$ cat config.mk
export PLATFORM = sky130hd
export DESIGN_NAME = store_write_buffer
export DESIGN_NICKNAME = d
export VERILOG_FILES = /design/src/rtl/store_write_buffer_pkg.sv /design/src/rtl/store_write_buffer_fifo.sv /design/src/rtl/store_write_buffer.sv
export SDC_FILE = /design/constraint.sdc
export NUM_CORES = 1
export LEC_CHECK = 0
export CAP_MARGIN = 20
export CORE_UTILIZATION = 40
export DETAILED_ROUTE_END_ITERATION = 6
export PLACE_DENSITY = 0.65
export RECOVER_POWER = 100
export SLEW_MARGIN = 25
export SYNTH_ARGS = -nofsm -noshare
export SYNTH_HDL_FRONTEND = slang
export SYNTH_HIERARCHICAL = 1
export SYNTH_SLANG_ARGS = --single-unit
$ cat constraint.sdc
create_clock -name clk_i -period 3.8 [get_ports clk_i]
set_input_delay 0.76 -clock clk_i [delete_from_list [all_inputs] [get_ports clk_i]]
set_output_delay 0.76 -clock clk_i [all_outputs]
set_load 0.005 [all_outputs]
$ cat src/rtl/store_write_buffer_pkg.sv
`default_nettype none
// ============================================================================
//  Module  : store_write_buffer_pkg
//  Brief   : Shared constants for the posted-store write buffer
//  Revision: 1.0 - initial release
// ============================================================================
package store_write_buffer_pkg;

   // Default number of queue entries (power of 2, >= 2)
   localparam int unsigned C_SWB_DEPTH    = 4;
   // Low address bits ignored by the word compare (byte offset in a word)
   localparam int unsigned C_SWB_WORD_OFS = 2;

   // Pointer width for a given depth; at least one bit
   function automatic int unsigned swb_ptr_w(input int unsigned depth);
      return (depth > 1) ? $clog2(depth) : 1;
   endfunction

   // Pointer width for the default depth
   localparam int unsigned C_SWB_PTR_W = swb_ptr_w(C_SWB_DEPTH);

endpackage
`default_nettype wire

$ cat src/rtl/store_write_buffer_fifo.sv
`default_nettype none
// ============================================================================
//  Module  : swb_fifo
//  Brief   : Circular store queue with head/tail/count and a per-entry
//            valid/addr/data view for the lookup logic in the parent
//  Revision: 1.0 - initial release
// ============================================================================
module swb_fifo
   import store_write_buffer_pkg::*;
#(
   parameter int unsigned DEPTH = C_SWB_DEPTH,
   parameter int unsigned AW    = 32,
   parameter int unsigned DW    = 32,
   parameter int unsigned PW    = swb_ptr_w(DEPTH)
) (
   input  logic              clk_i,
   input  logic              rst_i,
   input  logic              push_i,
   input  logic [AW-1:0]     push_addr_i,
   input  logic [DW-1:0]     push_data_i,
   input  logic              pop_i,
   output logic [AW-1:0]     head_addr_o,
   output logic [DW-1:0]     head_data_o,
   output logic [PW-1:0]     head_o,
   output logic [DEPTH-1:0]  valid_o,
   output logic [DEPTH*AW-1:0] addr_flat_o,
   output logic [DEPTH*DW-1:0] data_flat_o,
   output logic              full_o,
   output logic              empty_o
);

   localparam int unsigned CW = PW + 1;

   logic [AW-1:0]    addr_q [DEPTH];
   logic [DW-1:0]    data_q [DEPTH];
   logic [DEPTH-1:0] valid_q, valid_d;
   logic [PW-1:0]    head_q, head_d;
   logic [PW-1:0]    tail_q, tail_d;
   logic [CW-1:0]    count_q, count_d;
   logic             w_push, w_pop;

   assign full_o  = (count_q == CW'(DEPTH));
   assign empty_o = (count_q == '0);
   // Guard against caller misuse so the counters can never over/underflow
   assign w_push  = push_i & ~full_o;
   assign w_pop   = pop_i & ~empty_o;

   // Next-state for pointers, occupancy and valid bits
   always_comb begin
      head_d  = head_q;
      tail_d  = tail_q;
      count_d = count_q;
      valid_d = valid_q;
      if (w_push) begin
         tail_d          = tail_q + PW'(1);
         valid_d[tail_q] = 1'b1;
      end
      if (w_pop) begin
         head_d          = head_q + PW'(1);
         valid_d[head_q] = 1'b0;
      end
      if (w_push && !w_pop) count_d = count_q + CW'(1);
      else if (!w_push && w_pop) count_d = count_q - CW'(1);
   end

   // Control state register; reset discards every pending entry
   always_ff @(posedge clk_i) begin
      if (!rst_i) begin
         head_q  <= '0;
         tail_q  <= '0;
         count_q <= '0;
         valid_q <= '0;
      end else begin
         head_q  <= head_d;
         tail_q  <= tail_d;
         count_q <= count_d;
         valid_q <= valid_d;
      end
   end

   // Entry payload storage; contents are qualified by valid_q so no reset
   always_ff @(posedge clk_i) begin
      if (rst_i && w_push) begin
         addr_q[tail_q] <= push_addr_i;
         data_q[tail_q] <= push_data_i;
      end
   end

   assign head_addr_o = addr_q[head_q];
   assign head_data_o = data_q[head_q];
   assign head_o      = head_q;
   assign valid_o     = valid_q;

   for (genvar i = 0; i < DEPTH; i++) begin : g_view
      assign addr_flat_o[i*AW +: AW] = addr_q[i];
      assign data_flat_o[i*DW +: DW] = data_q[i];
   end

endmodule
`default_nettype wire

$ cat src/rtl/store_write_buffer.sv
`default_nettype none
// ============================================================================
//  Module  : store_write_buffer
//  Brief   : Posted-store queue in front of a single-port data memory.
//            Stores retire in the background; loads see the youngest
//            queued store to the same word, otherwise memory data.
//  Revision: 1.0 - initial release
// ============================================================================
module store_write_buffer
   import store_write_buffer_pkg::*;
#(
   parameter int unsigned DEPTH = C_SWB_DEPTH,
   parameter int unsigned AW    = 32,
   parameter int unsigned DW    = 32
) (
   input  logic          clk_i,
   input  logic          rst_i,
   input  logic          st_i,
   input  logic          ld_i,
   input  logic [AW-1:0] addr_i,
   input  logic [DW-1:0] wrdata_i,
   output logic [DW-1:0] rddata_o,
   output logic          stall_o,
   output logic          empty_o,
   output logic [AW-1:0] mem_addr_o,
   output logic [DW-1:0] mem_wrdata_o,
   output logic          mem_wr_o,
   output logic          mem_rd_o,
   input  logic [DW-1:0] mem_rddata_i
);

   localparam int unsigned PW = swb_ptr_w(DEPTH);

   logic [AW-1:0]       w_head_addr;
   logic [DW-1:0]       w_head_data;
   logic [PW-1:0]       w_head;
   logic [DEPTH-1:0]    w_valid;
   logic [DEPTH*AW-1:0] w_addr_flat;
   logic [DEPTH*DW-1:0] w_data_flat;
   logic                w_full;
   logic                w_empty;
   logic                w_push;
   logic                w_drain;
   logic                w_hit;
   logic [DW-1:0]       w_hit_data;
   logic [PW-1:0]       w_idx;

   // Full is judged on the registered count, so a same-cycle drain does
   // not open a slot until the following cycle
   assign w_push  = st_i & ~w_full;
   assign stall_o = st_i & w_full;
   // A load owns the memory port; drains wait for a load-free cycle
   assign w_drain = ~w_empty & ~ld_i;

   swb_fifo #(
      .DEPTH (DEPTH),
      .AW    (AW),
      .DW    (DW),
      .PW    (PW)
   ) u_fifo (
      .clk_i       (clk_i),
      .rst_i       (rst_i),
      .push_i      (w_push),
      .push_addr_i (addr_i),
      .push_data_i (wrdata_i),
      .pop_i       (w_drain),
      .head_addr_o (w_head_addr),
      .head_data_o (w_head_data),
      .head_o      (w_head),
      .valid_o     (w_valid),
      .addr_flat_o (w_addr_flat),
      .data_flat_o (w_data_flat),
      .full_o      (w_full),
      .empty_o     (w_empty)
   );

   // Youngest-match search: walk oldest (head) to newest, later hits win
   always_comb begin
      w_hit      = 1'b0;
      w_hit_data = '0;
      w_idx      = '0;
      for (int k = 0; k < DEPTH; k++) begin
         w_idx = w_head + PW'(k);
         if (w_valid[w_idx] &&
             (w_addr_flat[w_idx*AW + C_SWB_WORD_OFS +: AW-C_SWB_WORD_OFS] ==
              addr_i[AW-1:C_SWB_WORD_OFS])) begin
            w_hit      = 1'b1;
            w_hit_data = w_data_flat[w_idx*DW +: DW];
         end
      end
   end

   assign rddata_o     = !ld_i ? '0 : (w_hit ? w_hit_data : mem_rddata_i);
   assign empty_o      = w_empty;
   assign mem_wr_o     = w_drain;
   assign mem_rd_o     = ld_i;
   assign mem_addr_o   = ld_i ? addr_i : w_head_addr;
   assign mem_wrdata_o = w_head_data;

endmodule
`default_nettype wire

==> flow_summary.json <==
{
  "run_status": "finished with violations",
  "failing_checks": "setup timing",
  "tritoncts_num_sinks": 269,
  "irDropWorstVdd_mv": 0.381,
  "synth_ff_type": "edfxtp_1",
  "grt_setup_unrepaired": "true",
  "detailedRoute.firstPassIterationCount": 5,
  "timing.critical_path.from_type": "register",
  "leading_post_synthesis_cells_by_instance_count": "edfxtp_1, mux2i_1, mux4_2",
  "criticalPathCategory": "reg2out",
  "post_synthesis_instance_area_sq_um": 19200,
  "wirelength_microns": 68400,
  "least_setup_slack_across_all_paths_after_layout_ps": -1110,
  "hpwl_after_detailed_placement_microns": 47100,
  "synth.ff_latch_count": 269,
  "reg2reg_launch_point": "u_fifo/count_q[0]$_SDFFE_PN0P_",
  "synth_warnings": 6,
  "synth_enable_flop_cells": 256,
  "final_antenna_net_count": 0,
  "grt_total_ovfl": 0,
  "core.rowCount": 79,
  "pin_count_of_the_biggest_net_entering_global_routing": 89,
  "pre_cts_ws_ps": -1610,
  "cts_max_level": 1,
  "r2r_cells": 10,
  "hold_path_startpoint": "u_fifo/tail_q[1]$_SDFFE_PN0N_",
  "buffer_ports.inserted": 199,
  "synth-async-reset-ratio_pct": 0,
  "layout-drive-gt1-share_pct": 36.0,
  "pwr-share-comb_pct": 39.7,
  "cpMostUsedCell": "buf_12",
  "ff2ff_setup_slack_ps": 750,
  "finalSetupTns_ps": -33360,
  "synthToLayoutAreaGrowth_pct": 39.5,
  "power.density_cell_area_nw_per_um2": 424,
  "post_drt_wl_per_cell_microns": 24.7,
  "rr_endpoint": "u_fifo/count_q[2]$_SDFFE_PN0P_",
  "die_w_microns": 221,
  "globalplace.congestion": 0.981,
  "core_area_sq_um": 47000,
  "minimum_clock_period_after_layout_ps": 4910,
  "post-synth-top-area-cell": "edfxtp_1",
  "fillers": 3868,
  "clkLatencyLatePin_ps": 580,
  "syn-num-nets": 1722,
  "holdPathStages": 2,
  "hold_path_end": "u_fifo/tail_q[1]$_SDFFE_PN0N_",
  "max_freq_mhz": 204,
  "slowest_stage": "a222oi_1",
  "cts.path.max_buffers": 3,
  "syn_area_per_cell_sq_um": 11.9,
  "setup_viol_count_final": 32,
  "via_count": 16732,
  "initial_antenna_violation_count": 8,
  "via_count_of_the_first_global_routing_pass": 17002,
  "initial_utilization_pct": 40.9,
  "timing.hold.worst.class": "reg2reg",
  "power.static_leakage_uw": 0.00924,
  "full_die_area_sq_um": 48800,
  "setup.worst_path.end_class": "primary output",
  "timing.slew.headroom_pct": 30.4,
  "sequentialPowerShare_pct": 32.7,
  "hold_viol_final": 0,
  "max_cap_violations": 0,
  "final.setup_skew_ps": 12.0,
  "clockPowerShare_pct": 27.6,
  "synth.most_common_cell": "edfxtp_1",
  "dieHeight_microns": 221,
  "cts_inserted_buffers": 30,
  "worst_setup_hold_path_clk_slew_ps": 60,
  "synth_largest_type_area_fraction_pct": 40.1,
  "route.detailed.vias_per_inst": 6.05,
  "cts_hold_repair.buffers": 0,
  "worstPathArrival_ps": 4150,
  "crit_path_cell_trace": "buf_12 > buf_12 > buf_12 > mux2_4 > a222oi_1 > a32o_2 > o221ai_2 > nor4b_4 > buf_6 > and3_4 > buf_12 > buf_6 > nor3_2 > o31ai_2 > buf_4 > a21oi_4 > buf_2",
  "design.portCount": 200,
  "total_switching_power_uw": 3660,
  "synth_cells": 1612,
  "timing.final.crit_share_pct": 129,
  "drt-initial-drc-count": 1852,
  "worst-endpoint-required_ps": 3040,
  "utilization_pct": 57.0,
  "grt_first_pass_wirelength_microns": 104000,
  "detail_route.drc_violations": 0,
  "global_route.usage.total_pct": 27.4,
  "share_of_the_yosys_chip_area_belonging_to_registers_pct": 41.4,
  "ys_top_cells_by_area": "edfxtp_1, mux2i_1, mux4_2",
  "worst-slew-pin-transition_ps": 1040,
  "cellInternalPower_uw": 7680,
  "num-nets-final": 2243,
  "switching_share_pct": 32.3,
  "drv_slew": 0,
  "timing.critical_path.slowest_cell_delay_ps": 470,
  "clock-root-buffer": "clkbuf_16",
  "cts_tree": "built",
  "synth_cell_type_count": 73,
  "path_max_fanout": 6
}
through the flow:
| stage | power, uW | instances | cell area [sq um] | hold WS, ps |
|---|---|---|---|---|
| after floorplan | 6210 | 1612 | 19300 | 468 |
| after global routing | 11800 | 2767 | 26800 | 571 |
| after CTS | 11300 | 2753 | 26600 | 517 |
| after global placement | 8000 | 2643 | 24400 | 483 |
| final | 11300 | 2767 | 26800 | 524 |
| after detailed placement | 8040 | 2643 | 24400 | 509 |
power groups by stage:
stage	Clock (uW)	Combinational (uW)	Sequential, uW
finish	3130	4510	3710
global route	3280	4800	3740
CTS	3170	4430	3710
detailed placement	0	4260	3780
global placement	0	4230	3760
floorplan	0	2520	3690
cell usage in the layout (no fill, tap or decap), drive strengths merged, types with 10 or more instances in the layout:
cell type	instances
nand4b	18
nand2	58
a41oi	10
nor2	62
dfxtp	13
edfxtp	256
o311a	15
clkdlybuf4s50	103
o22ai	11
buf	433
xor2	15
dlygate4sd3	63
a21oi	81
xnor2	79
or3	23
mux2i	244
nand4	16
mux2	87
and2	17
and3	14
nor2b	14
o221ai	39
o31a	12
a31o	22
inv	21
nand3	24
o21ai	65
clkbuf	80
mux4	91
nor3	40
o31ai	14
area by class of cell:
class	instances	area, sq um	area share [%]
diodes	3	7.51	0.0281
clock buffers	41	813	3.04
clock inverters	15	235	0.879
inverters	24	95.1	0.355
multi-input cells	1169	11100	41.4
flip-flops and latches	269	7960	29.7
well taps	607	759	2.84
repair buffers	639	5810	21.7
registers in the layout, summed over array words and instances, names as in the netlist, named ones only:
register,flops
u_fifo/addr_q,128
u_fifo/tail_q,2
u_fifo/head_o,2
u_fifo/count_q,3
u_fifo/valid_o,4
u_fifo/data_q,128
cell families (layout without fill, tap and decap cells):
family / Yosys count / after routing / share of synthesized area [%]
and+or+nand+nor: 316 / 316 / 9.06
AOI/OAI and AO/OA: 327 / 327 / 11.9
xor gates and xnor gates: 94 / 94 / 4.29
other: 0 / 3 / 0
adders and majority gates: 10 / 10 / 0.691
muxes: 422 / 422 / 28.5
DFF: 269 / 269 / 41.4
buffers and inverters: 174 / 719 / 4.14
worst max-delay path: cells and delay by family, from the launching register on:
kind            cells  cell delay (ps)
simple gates        3              650
mux                 1              300
compound gates      5             1140
buf+inv             8             1090
flops               1              370
metal layers:
| metal | GRT usage, % | vias to the layer above | routed length [microns] |
|---|---|---|---|
| met2 | 44.9 | 746 | 32000 |
| met1 | 37.4 | 8350 | 28900 |
| met4 | 8.30 | 8 | 2070 |
| met5 | 0 | - | 49 |
| li1 | - | 7496 | - |
| met3 | 4.21 | 132 | 5280 |
how the worst max path moves through the flow:
stage | from | end | slack, ps | cells after the start
finish | u_fifo/head_o[1]$_SDFFE_PN0N_ | rddata_o[0] | -1110 | 17
global route | u_fifo/head_o[1]$_SDFFE_PN0N_ | rddata_o[10] | -1170 | 16
CTS | u_fifo/head_o[1]$_SDFFE_PN0N_ | rddata_o[14] | -1040 | 17
detailed placement | addr_i[13] | rddata_o[31] | -1610 | 13
global placement | addr_i[13] | rddata_o[31] | -1460 | 13
floorplan | u_fifo/head_o[1]$_SDFFE_PN0N_ | rddata_o[1] | -4 | 14
timing repair:
| item | CTS | global route |
|---|---|---|
| pin swaps | 62 | 37 |
| resized for setup | 262 | 68 |
| endpoints found under the setup margin | 32 | 32 |
| gates cloned | 10 | 2 |
| buffers inserted | 46 | 11 |
(Power assumes the default switching activity.)
